`src/rtl/filter_frame_sequencer.sv`:
```
// -----------------------------------------------------------------------------
// filter_frame_sequencer
//
// Frame-level controller in front of a 3x3 line-buffered filter. Accepts an
// upstream pixel stream, drives the filter write strobe and column cursor,
// tracks rows, throws away the outputs produced while the line buffers are
// priming, and delivers the remaining results through a small
// first-word-fall-through FIFO. Upstream acceptance is credit limited so the
// FIFO can never overflow: every pixel in flight through the filter holds one
// credit until its result returns.
//
// Optional build macro: FILTER_SEQ_STALL_CNT_EN
//   When defined, adds stall_cycles_o, a saturating count of cycles in RUN or
//   DRAIN during which the sink held off a valid output.
//
// Ports
//   clk_i           system clock
//   reset_i         asynchronous reset, active low
//   start_i         1-cycle pulse, starts a frame when idle
//   busy_o          high from accepted start until done
//   done_o          1-cycle pulse at frame completion
//   err_o           sticky: FIFO overflow or unexpected flt_d_rdy_i
//   src_data_i      input pixel
//   src_valid_i     source handshake valid
//   src_ready_o     sequencer can accept a pixel
//   flt_d_in_o      pixel to filter
//   flt_wren_o      filter write strobe
//   flt_cursor_o    column index of flt_d_in_o
//   flt_d_out_i     filter result
//   flt_d_rdy_i     filter result valid
//   dst_data_o      filtered pixel (FIFO head)
//   dst_valid_o     FIFO not empty
//   dst_ready_i     sink accepts
//   row_idx_o       row currently being accepted
//   stall_cycles_o  (FILTER_SEQ_STALL_CNT_EN only) sink stall cycle count
//
// States
//   state | meaning
//   IDLE  | waiting for start
//   PRIME | accepting priming rows, results discarded
//   RUN   | accepting remaining rows, results forwarded
//   DRAIN | all pixels accepted, waiting for results and empty FIFO
//   DONE  | one-cycle completion, done_o high
// -----------------------------------------------------------------------------
module filter_frame_sequencer #(
  parameter int BLOCK_LENGTH = 240,
  parameter int FRAME_ROWS   = 240,
  parameter int PRIME_ROWS   = 2,
  parameter int OUT_DEPTH    = 4
) (
  input  logic        clk_i,
  input  logic        reset_i,
  input  logic        start_i,
  output logic        busy_o,
  output logic        done_o,
  output logic        err_o,
  input  logic [15:0] src_data_i,
  input  logic        src_valid_i,
  output logic        src_ready_o,
  output logic [15:0] flt_d_in_o,
  output logic        flt_wren_o,
  output logic [9:0]  flt_cursor_o,
  input  logic [15:0] flt_d_out_i,
  input  logic        flt_d_rdy_i,
  output logic [15:0] dst_data_o,
  output logic        dst_valid_o,
  input  logic        dst_ready_i,
`ifdef FILTER_SEQ_STALL_CNT_EN
  output logic [31:0] stall_cycles_o,
`endif
  output logic [9:0]  row_idx_o
);

  localparam int TOTAL       = FRAME_ROWS * BLOCK_LENGTH;
  localparam int PRIME_TOTAL = PRIME_ROWS * BLOCK_LENGTH;
  localparam int CNT_W       = $clog2(TOTAL + 1);
  localparam int CRW         = $clog2(OUT_DEPTH + 1);
  localparam int PW          = $clog2(OUT_DEPTH);

  localparam logic [CNT_W-1:0] TOTAL_C       = CNT_W'(TOTAL);
  localparam logic [CNT_W-1:0] PRIME_TOTAL_C = CNT_W'(PRIME_TOTAL);
  localparam logic [CRW-1:0]   DEPTH_N       = CRW'(OUT_DEPTH);
  localparam logic [CRW:0]     DEPTH_W       = (CRW+1)'(OUT_DEPTH);
  localparam logic [9:0]       COL_LAST      = 10'(BLOCK_LENGTH - 1);
  localparam logic [9:0]       ROW_LAST      = 10'(FRAME_ROWS - 1);

  typedef enum logic [2:0] {
    S_IDLE  = 3'd0,
    S_PRIME = 3'd1,
    S_RUN   = 3'd2,
    S_DRAIN = 3'd3,
    S_DONE  = 3'd4
  } state_t;

  state_t            state_q, state_d;
  logic              busy_q, busy_d;
  logic              done_q, done_d;
  logic              err_q, err_d;
  logic [15:0]       flt_d_in_q, flt_d_in_d;
  logic              flt_wren_q, flt_wren_d;
  logic [9:0]        cursor_q, cursor_d;
  logic [9:0]        col_q, col_d;
  logic [9:0]        row_q, row_d;
  logic [CNT_W-1:0]  acc_cnt_q, acc_cnt_d;
  logic [CNT_W-1:0]  rd_cnt_q, rd_cnt_d;
  logic [CRW-1:0]    inflight_q, inflight_d;
  logic [CRW-1:0]    fifo_cnt_q, fifo_cnt_d;
  logic [PW-1:0]     wr_ptr_q, wr_ptr_d;
  logic [PW-1:0]     rd_ptr_q, rd_ptr_d;
  logic [15:0]       mem_q [OUT_DEPTH];

  logic              accept;
  logic              rdy_ok;
  logic              spurious;
  logic              push;
  logic              pop;
  logic              fifo_full;
  logic              do_write;
  logic              overflow;
  logic              start_acc;
  logic [CRW:0]      credit_used;

`ifdef FILTER_SEQ_STALL_CNT_EN
  logic [31:0]       stall_q, stall_d;
`endif

  // Credits cover both results still inside the filter and entries parked
  // in the FIFO. Priming results also hold a credit until they come back,
  // which keeps the rule uniform across PRIME and RUN.
  assign credit_used = {1'b0, inflight_q} + {1'b0, fifo_cnt_q};
  assign src_ready_o = ((state_q == S_PRIME) || (state_q == S_RUN)) &&
                       (credit_used < DEPTH_W);

  assign dst_valid_o = (fifo_cnt_q != '0);
  assign dst_data_o  = mem_q[rd_ptr_q];

  assign accept    = src_valid_i && src_ready_o;
  assign rdy_ok    = flt_d_rdy_i && (inflight_q != '0);
  assign spurious  = flt_d_rdy_i && (inflight_q == '0);
  assign push      = rdy_ok && (rd_cnt_q >= PRIME_TOTAL_C);
  assign pop       = dst_valid_o && dst_ready_i;
  assign fifo_full = (fifo_cnt_q == DEPTH_N);
  // A pop frees the head slot at the same edge, so full+pop may still write.
  assign do_write  = push && (!fifo_full || pop);
  assign overflow  = push && fifo_full && !pop;
  assign start_acc = start_i && (state_q == S_IDLE);

  always_comb begin
    state_d    = state_q;
    busy_d     = busy_q;
    done_d     = 1'b0;
    err_d      = err_q;
    flt_d_in_d = flt_d_in_q;
    flt_wren_d = accept;
    cursor_d   = cursor_q;
    col_d      = col_q;
    row_d      = row_q;
    acc_cnt_d  = acc_cnt_q;
    rd_cnt_d   = rd_cnt_q;
    inflight_d = inflight_q;
    fifo_cnt_d = fifo_cnt_q;
    wr_ptr_d   = wr_ptr_q;
    rd_ptr_d   = rd_ptr_q;
`ifdef FILTER_SEQ_STALL_CNT_EN
    stall_d    = stall_q;
    if (((state_q == S_RUN) || (state_q == S_DRAIN)) && dst_valid_o &&
        !dst_ready_i && (stall_q != 32'hFFFF_FFFF)) begin
      stall_d = stall_q + 32'd1;
    end
`endif

    if (accept) begin
      flt_d_in_d = src_data_i;
      cursor_d   = col_q;
      acc_cnt_d  = acc_cnt_q + CNT_W'(1);
      if (col_q == COL_LAST) begin
        col_d = '0;
        if (row_q != ROW_LAST) begin
          row_d = row_q + 10'd1;
        end
      end else begin
        col_d = col_q + 10'd1;
      end
    end

    case ({accept, rdy_ok})
      2'b10:   inflight_d = inflight_q + CRW'(1);
      2'b01:   inflight_d = inflight_q - CRW'(1);
      default: inflight_d = inflight_q;
    endcase

    if (rdy_ok) begin
      rd_cnt_d = rd_cnt_q + CNT_W'(1);
    end

    if (do_write) begin
      wr_ptr_d = wr_ptr_q + PW'(1);
    end
    if (pop) begin
      rd_ptr_d = rd_ptr_q + PW'(1);
    end
    case ({do_write, pop})
      2'b10:   fifo_cnt_d = fifo_cnt_q + CRW'(1);
      2'b01:   fifo_cnt_d = fifo_cnt_q - CRW'(1);
      default: fifo_cnt_d = fifo_cnt_q;
    endcase

    if (spurious || overflow) begin
      err_d = 1'b1;
    end

    case (state_q)
      S_IDLE: begin
        if (start_acc) begin
          state_d    = S_PRIME;
          busy_d     = 1'b1;
          err_d      = spurious;
          col_d      = '0;
          row_d      = '0;
          acc_cnt_d  = '0;
          rd_cnt_d   = '0;
          inflight_d = '0;
`ifdef FILTER_SEQ_STALL_CNT_EN
          stall_d    = '0;
`endif
        end
      end
      S_PRIME: begin
        if (acc_cnt_d >= PRIME_TOTAL_C) begin
          state_d = S_RUN;
        end
      end
      S_RUN: begin
        if (acc_cnt_d == TOTAL_C) begin
          state_d = S_DRAIN;
        end
      end
      S_DRAIN: begin
        if ((inflight_q == '0) && (rd_cnt_q == TOTAL_C) && (fifo_cnt_q == '0)) begin
          state_d = S_DONE;
          busy_d  = 1'b0;
          done_d  = 1'b1;
        end
      end
      S_DONE: begin
        state_d = S_IDLE;
      end
      default: begin
        state_d = S_IDLE;
        busy_d  = 1'b0;
      end
    endcase
  end

  always_ff @(posedge clk_i or negedge reset_i) begin
    if (!reset_i) begin
      state_q    <= S_IDLE;
      busy_q     <= 1'b0;
      done_q     <= 1'b0;
      err_q      <= 1'b0;
      flt_d_in_q <= '0;
      flt_wren_q <= 1'b0;
      cursor_q   <= '0;
      col_q      <= '0;
      row_q      <= '0;
      acc_cnt_q  <= '0;
      rd_cnt_q   <= '0;
      inflight_q <= '0;
      fifo_cnt_q <= '0;
      wr_ptr_q   <= '0;
      rd_ptr_q   <= '0;
`ifdef FILTER_SEQ_STALL_CNT_EN
      stall_q    <= '0;
`endif
    end else begin
      state_q    <= state_d;
      busy_q     <= busy_d;
      done_q     <= done_d;
      err_q      <= err_d;
      flt_d_in_q <= flt_d_in_d;
      flt_wren_q <= flt_wren_d;
      cursor_q   <= cursor_d;
      col_q      <= col_d;
      row_q      <= row_d;
      acc_cnt_q  <= acc_cnt_d;
      rd_cnt_q   <= rd_cnt_d;
      inflight_q <= inflight_d;
      fifo_cnt_q <= fifo_cnt_d;
      wr_ptr_q   <= wr_ptr_d;
      rd_ptr_q   <= rd_ptr_d;
`ifdef FILTER_SEQ_STALL_CNT_EN
      stall_q    <= stall_d;
`endif
    end
  end

  // Storage needs no reset: an entry is only visible after it was written.
  always_ff @(posedge clk_i) begin
    if (do_write) begin
      mem_q[wr_ptr_q] <= flt_d_out_i;
    end
  end

  assign busy_o       = busy_q;
  assign done_o       = done_q;
  assign err_o        = err_q;
  assign flt_d_in_o   = flt_d_in_q;
  assign flt_wren_o   = flt_wren_q;
  assign flt_cursor_o = cursor_q;
  assign row_idx_o    = row_q;
`ifdef FILTER_SEQ_STALL_CNT_EN
  assign stall_cycles_o = stall_q;
`endif

endmodule

```
`config.mk`:
```
export PLATFORM = sky130hd
export DESIGN_NAME = filter_frame_sequencer
export DESIGN_NICKNAME = d
export VERILOG_FILES = /design/src/rtl/filter_frame_sequencer.sv
export SDC_FILE = /design/constraint.sdc
export NUM_CORES = 1
export LEC_CHECK = 0
export ABC_AREA = 1
export CORE_MARGIN = 1
export CORE_UTILIZATION = 35
export CTS_CLUSTER_DIAMETER = 120
export DETAILED_ROUTE_END_ITERATION = 8
export PLACE_DENSITY_LB_ADDON = 0.12
export SYNTH_ARGS = -nofsm -noshare
export SYNTH_HDL_FRONTEND = slang
export SYNTH_SLANG_ARGS = --single-unit
```
`constraint.sdc`:
```
create_clock -name clk_i -period 3 [get_ports clk_i]
set_input_delay 0.45 -clock clk_i [delete_from_list [all_inputs] [get_ports clk_i]]
set_output_delay 0.45 -clock clk_i [all_outputs]
set_load 0.01 [all_outputs]
```
==> metrics.cfg, run 1 <==
[setup_path]
reg2reg_from = inflight_q[1]
crit_end = dst_data_o[8]
arrival_ns = 2.19
critPathMaxFanout = 16
start_kind = flip-flop
worst-setup-path-type = flip-flop to output pin
cpLargestDelayFamily = buffers and inverters
cp_slowest_cell = clkdlybuf4s50_1
path_cells = inv_1 -> buf_4 -> o21ai_0 -> o22ai_1 -> clkdlybuf4s50_1
cp.depth = 5
reg2reg_setup_slack_ns = 0.50
end_kind = output pin
crit_path_start = rd_ptr_q[1]
path_buf_inv = 3
slowest_delay_ns = 0.57
r2r-end = state_q[1]
critical_path_required_ns = 2.55
rr_worst_depth = 15

[yosys]
async_flop_share_pct = 59.7
synth.area.top_cells = dfrtp_1 32%, edfxtp_1 26%, nand2_1 9.0%
synthFlopType = dfrtp_1
yosysSeqAreaShare_pct = 58.7
synth_fp_nets = 861
ys_warn_count = 0
synth-edff-count = 64
synth_top_area_cell = dfrtp_1
syn_avg_cell_area_um2 = 9.05
synth_top_area_share_pct = 32.5
ys_seq_elements = 159
ys_types = 34
syn_area_um2 = 7320
synth_cells = 809

[grt]
grt_usage_pct = 15.7
grt_pass1_vias = 5327
overflow = 0
grt_max_degree = 96
antenna_found_initial = 0
grt_pass1_wl_um = 26500

[floorplan]
fp.dieW_um = 147
initial_core_util_pct = 35.9
ios = 96
rows = 52
die-area_um2 = 21500
die_y_um = 147
coreArea_um2 = 20400

[timing]
finalSetupViolCount = 0
rsz0062_at_grt = no
fin_ws_ns = 0.364
worst_pin_slew_ns = 0.519
slew_violations = 0
fin_worst_skew_ns = 0.0153
tns_ns = 0
max_slew_margin_pct = 65.4
hold_viol = 0
fin_crit_ns = 2.64
fmax_mhz = 379
period_share_pct = 87.9

[clock_network]
cts.repair.resized = 0
ctsHoldBuffers = 0
numCtsBuffers = 17
post_cts.repair.setup_buffers = 0
cts_buffer_depth = 2
h-tree-depth = 4
cts-root-buf = clkbuf_16
clk_latency_ns = 0.43
cts_tree = built
clkTransAtPathRegs_ns = 0.08
cts_sinks = 159

[detailed_routing]
wl_per_cell_um = 13.4
via_count = 5577
avgViaCountPerCell = 4.64
drtAntennaViolNets = 0
wl_um = 16100
drc = 0
drt_iter0_drc = 266
first_pass_iters = 5

[place]
gp_congestion = 0.759
post-dp-hpwl_um = 10600
dpl_worst_slack_ns = 0.469
portBuffers = 95

[finish]
most-common-layout-cells = 176 x nand2_1, 116 x nor2_1, 98 x inv_1, 95 x dfrtp_1, 94 x clkdlybuf4s50_1
drive_above_1_share_pct = 6.44
fin_nets = 970
n_fill_cell = 1979
fin_util_pct = 45.3
layout_commonest_cell = nand2_1
antenna_cells = 0
area_growth_syn_to_layout_pct = 26.2

[outcome]
status = complete, no violations

[min_path]
min_path_type = input port to asynchronous set/reset pin

[job]
cap_violations = 0

[power]
powerDensity_nw_per_um2 = 824
leakage_nw = 3.95
irDropWorstVdd_mv = 0.418

## kinds of logic after synthesis
| kind of cell | share of synthesized area, % |
|---|---|
| adder cells (fa/ha/maj) | 2.60 |
| flip-flops | 58.7 |
| AO/OA/AOI/OAI | 9.78 |
| XOR/XNOR | 1.56 |
| buffers and inverters | 6.63 |
| AND/OR/NAND/NOR | 20.7 |
## final cells by class
class	instances	area [um^2]	area share, %
flip-flops and latches	159	4300	46.6
multi-input cells	529	2530	27.5
repair buffers	112	1090	11.8
clock buffers	17	425	4.61
inverters	99	372	4.02
well taps	270	338	3.66
clock inverters	15	176	1.91
## flip-flops by register name, indices dropped and copies added, names as in the netlist
register and flops:
row_idx_o 10, inflight_q 3, mem_q 64, err_o 1
done_o 1, acc_cnt_q 16, state_q 3, col_q 10
rd_ptr_q 2, busy_o 1, flt_d_in_o 16, wr_ptr_q 2
rd_cnt_q 16, flt_wren_o 1, fifo_cnt_q 3, flt_cursor_o 10
## cells in the mapped netlist (all sizes together), types with 3 or more instances
cell / count
nand2: 179
nor2: 118
inv: 99
dfrtp: 95
o21ai: 77
edfxtp: 64
nand3: 34
a21oi: 33
nor3: 19
o22ai: 16
clkbuf: 13
ha: 12
xor2: 11
buf: 9
nand4: 8
nor4: 4
a31oi: 3
and3: 3
## worst register-to-register path: stages, from the launching register on
cell,delay (ns)
dfrtp_1,0.42
ha_1,0.30
nand2_1,0.06
nor2_1,0.04
nor2_1,0.17
nand3_2,0.13
inv_2,0.33
nand2_1,0.13
a21oi_1,0.18
nand2_1,0.11
nor2_1,0.10
nor2_1,0.05
nor2_1,0.15
nand2_1,0.11
nand2_1,0.07
nand2_1,0.04
## layer usage
| layer | wire [um] | track usage (%) | up-vias |
|---|---|---|---|
| met5 | 0 | 0 | - |
| met1 | 7820 | 20.9 | 2597 |
| li1 | - | - | 2875 |
| met3 | 702 | 3.84 | 9 |
| met4 | 128 | 5.05 | 0 |
| met2 | 7440 | 24.9 | 96 |
## worst min path at each step
stage,startpoint,endpoint,slack [ns]
after floorplan,reset_i,acc_cnt_q[0],0.15
after global placement,flt_d_in_o[6],flt_d_in_o[6],0.46
after detailed placement,flt_cursor_o[9],flt_cursor_o[9],0.46
after CTS,reset_i,flt_d_in_o[1],0.08
after global routing,reset_i,flt_d_in_o[3],0.09
final,reset_i,flt_d_in_o[1],0.05
## power by group
group / internal, mW / leakage (nW) / switching [mW]
logic: 1.16 / 1.82 / 1.47
registers: 2.56 / 1.84 / 0.244
clock network: 1.13 / 0.295 / 1.04
## through the flow
| step | std cells | hold WS, ns | power [mW] | instance area, um^2 |
|---|---|---|---|---|
| floorplan | 809 | 0.154 | 4.38 | 7320 |
| finish | 1201 | 0.0511 | 7.60 | 9230 |
| detailed placement | 1169 | 0.464 | 5.52 | 8630 |
| CTS | 1201 | 0.0790 | 7.73 | 9230 |
| global placement | 1169 | 0.461 | 5.51 | 8630 |
| global route | 1201 | 0.0930 | 8.15 | 9230 |
No activity file was read; power rests on OpenSTA's default activity.
==> inputs of run 2 (changes only) <==
Settings changed: CORE_UTILIZATION 35 to 45.
==> metrics.cfg, run 2 (synthesis results as in run 1) <==
[finish]
seq_area_um2 = 4300
most-common-layout-cells = 176 x nand2_1, 116 x nor2_1, 98 x inv_1, 95 x dfrtp_1, 94 x clkdlybuf4s50_1
drive_above_1_share_pct = 6.03
final_cell_area_um2 = 9120
fin_util_pct = 57.4
largest_reg_flops = 64
regMostFlops = mem_q
multi_input_area_um2 = 2530
antenna_cells = 0
area_growth_syn_to_layout_pct = 24.5
layout_commonest_cell = nand2_1
fin_nets = 967
n_fill_cell = 1414

[clock_network]
numCtsBuffers = 17
cts-root-buf = clkbuf_16
cts_tree = built
clkTransAtPathRegs_ns = 0.06
h-tree-depth = 4
cts_buffer_depth = 2
clk_latency_ns = 0.42
cts_sinks = 159

[power]
pwr-share-seq_pct = 37.4
p_comb_share_pct = 35.5
leakage_nw = 3.91
powerDensity_nw_per_um2 = 817
power_frac_clock_pct = 27.1
internal-power_mw = 4.81
switching_share_pct = 35.5
irDropWorstVdd_mv = 0.467
p_switching_mw = 2.65

[timing]
fin_worst_skew_ns = 0.00757
fmax_mhz = 385
worst_pin_slew_ns = 0.580
slew_violations = 0
finalSetupViolCount = 0
max_slew_margin_pct = 61.4
fin_crit_ns = 2.60
tns_ns = 0
rsz0062_at_grt = no
period_share_pct = 86.7
hold_viol = 0
fin_hold_ws_ns = 0.0251

[grt]
grt_pass1_wl_um = 26400
antenna_found_initial = 0
grt_pass1_vias = 5654
grt_usage_pct = 20.5
grt_max_degree = 54
overflow = 0

[floorplan]
die-area_um2 = 16800
coreArea_um2 = 15900
rows = 46
ios = 96
fp.dieW_um = 130
initial_core_util_pct = 46.1
die_y_um = 130

[place]
placed_cell_area_um2 = 8550
post-dp-hpwl_um = 10700
gp_congestion = 0.842
portBuffers = 95

[min_path]
min_path_type = input port to asynchronous set/reset pin

[detailed_routing]
wl_um = 15800
drt_iter0_drc = 333
drtAntennaViolNets = 0
via_count = 5667
drc = 0
first_pass_iters = 6
avgViaCountPerCell = 4.95
wl_per_cell_um = 13.8

[setup_path]
critical_path_required_ns = 3.31
end_kind = flip-flop
rr_worst_depth = 16
reg2reg_setup_slack_ns = 0.40
start_kind = flip-flop
path_cells = ha_1 -> nand2_1 -> nor2_1 -> nor2_1 -> nand3_2 -> buf_4 -> o21ai_1 -> nand2_1 -> inv_1 -> nand2_1 -> nor2_1 -> nand3_1 -> nand2_2 -> nand2_1 -> nand2_1 -> nand2_1
cp_slowest_cell = dfrtp_1
path_buf_inv = 2
r2r-end = state_q[1]
worst-setup-path-type = flip-flop to flip-flop
crit_top_cell = nand2_1
critPathMaxFanout = 20
arrival_ns = 2.91
reg2reg_from = inflight_q[1]
cpLargestDelayFamily = simple AND/OR/NAND/NOR gates
slowest_delay_ns = 0.41

[job]
cap_violations = 0

[outcome]
status = complete, no violations

run 2: cell count changes in the layout (fill, tap and decap cells not counted), sizes merged:
cell	previous run	this run
buf	18	15
clkbuf	17	18
inv	108	104
clkinvlp	0	3
run 2: power by group through the flow:
| stage | Sequential, mW | Clock, mW | Combinational [mW] |
|---|---|---|---|
| 2_1_floorplan | 2.85 | 0 | 1.53 |
| 3_5_place_dp | 2.82 | 0 | 2.67 |
| 3_3_place_gp | 2.81 | 0 | 2.61 |
| 6_report | 2.79 | 2.02 | 2.65 |
| 5_1_grt | 2.83 | 2.17 | 3.02 |
| 4_1_cts | 2.79 | 2.08 | 2.68 |
run 2: timing repair:
item | in CTS | in global routing
buffers inserted | 0 | 0
endpoints found under the hold margin | 0 | 0
hold buffers | 0 | 0
endpoints found under the setup margin | 0 | 3
gates resized for setup | 0 | 2
run 2: layout make-up:
type	instances	share of cell area (%)
clock buffer	18	4.71
multi-input combinational	529	27.8
clock inverter	14	1.43
tap	216	2.96
sequential	159	47.2
timing repair buffer	109	11.8
inverter	99	4.10
run 2: stage by stage:
step                      power [mW]  setup slack, ns  instances
after detailed placement        5.49            0.214       1112
after CTS                       7.54            0.232       1144
after global placement          5.42            0.306       1112
after floorplan                 4.38            0.402        809
final                           7.45            0.400       1144
after global routing            8.02           0.0575       1144
run 2: worst register-to-register path: stages, from the launching register on:
cell	delay [ns]
dfrtp_1	0.41
ha_1	0.30
nand2_1	0.06
nor2_1	0.04
nor2_1	0.15
nand3_2	0.29
buf_4	0.33
o21ai_1	0.25
nand2_1	0.09
inv_1	0.06
nand2_1	0.05
nor2_1	0.08
nand3_1	0.09
nand2_2	0.08
nand2_1	0.08
nand2_1	0.07
nand2_1	0.05
run 2: worst max path at each step:
stage                     to           from  slack [ns]  depth (start not counted)
3_3_place_gp      state_q[0]    src_valid_i        0.31                         12
3_5_place_dp      state_q[1]    src_valid_i        0.21                         12
6_report          state_q[1]  inflight_q[1]        0.40                         16
5_1_grt           state_q[0]  inflight_q[1]        0.06                         15
2_1_floorplan  inflight_q[2]  inflight_q[1]        0.40                         14
4_1_cts           state_q[1]  inflight_q[1]        0.23                         15
run 2: routing by layer:
metal  up-vias  track usage (%)  part of all wire, %  wire length [um]
met1      2661             25.8                   46              7350
met4         0             8.21                  1.4               225
met3        17             4.42                  3.7               583
met5         -                0                    0                 0
li1       2866                -                    -                 -
met2       123             34.5                   48              7660
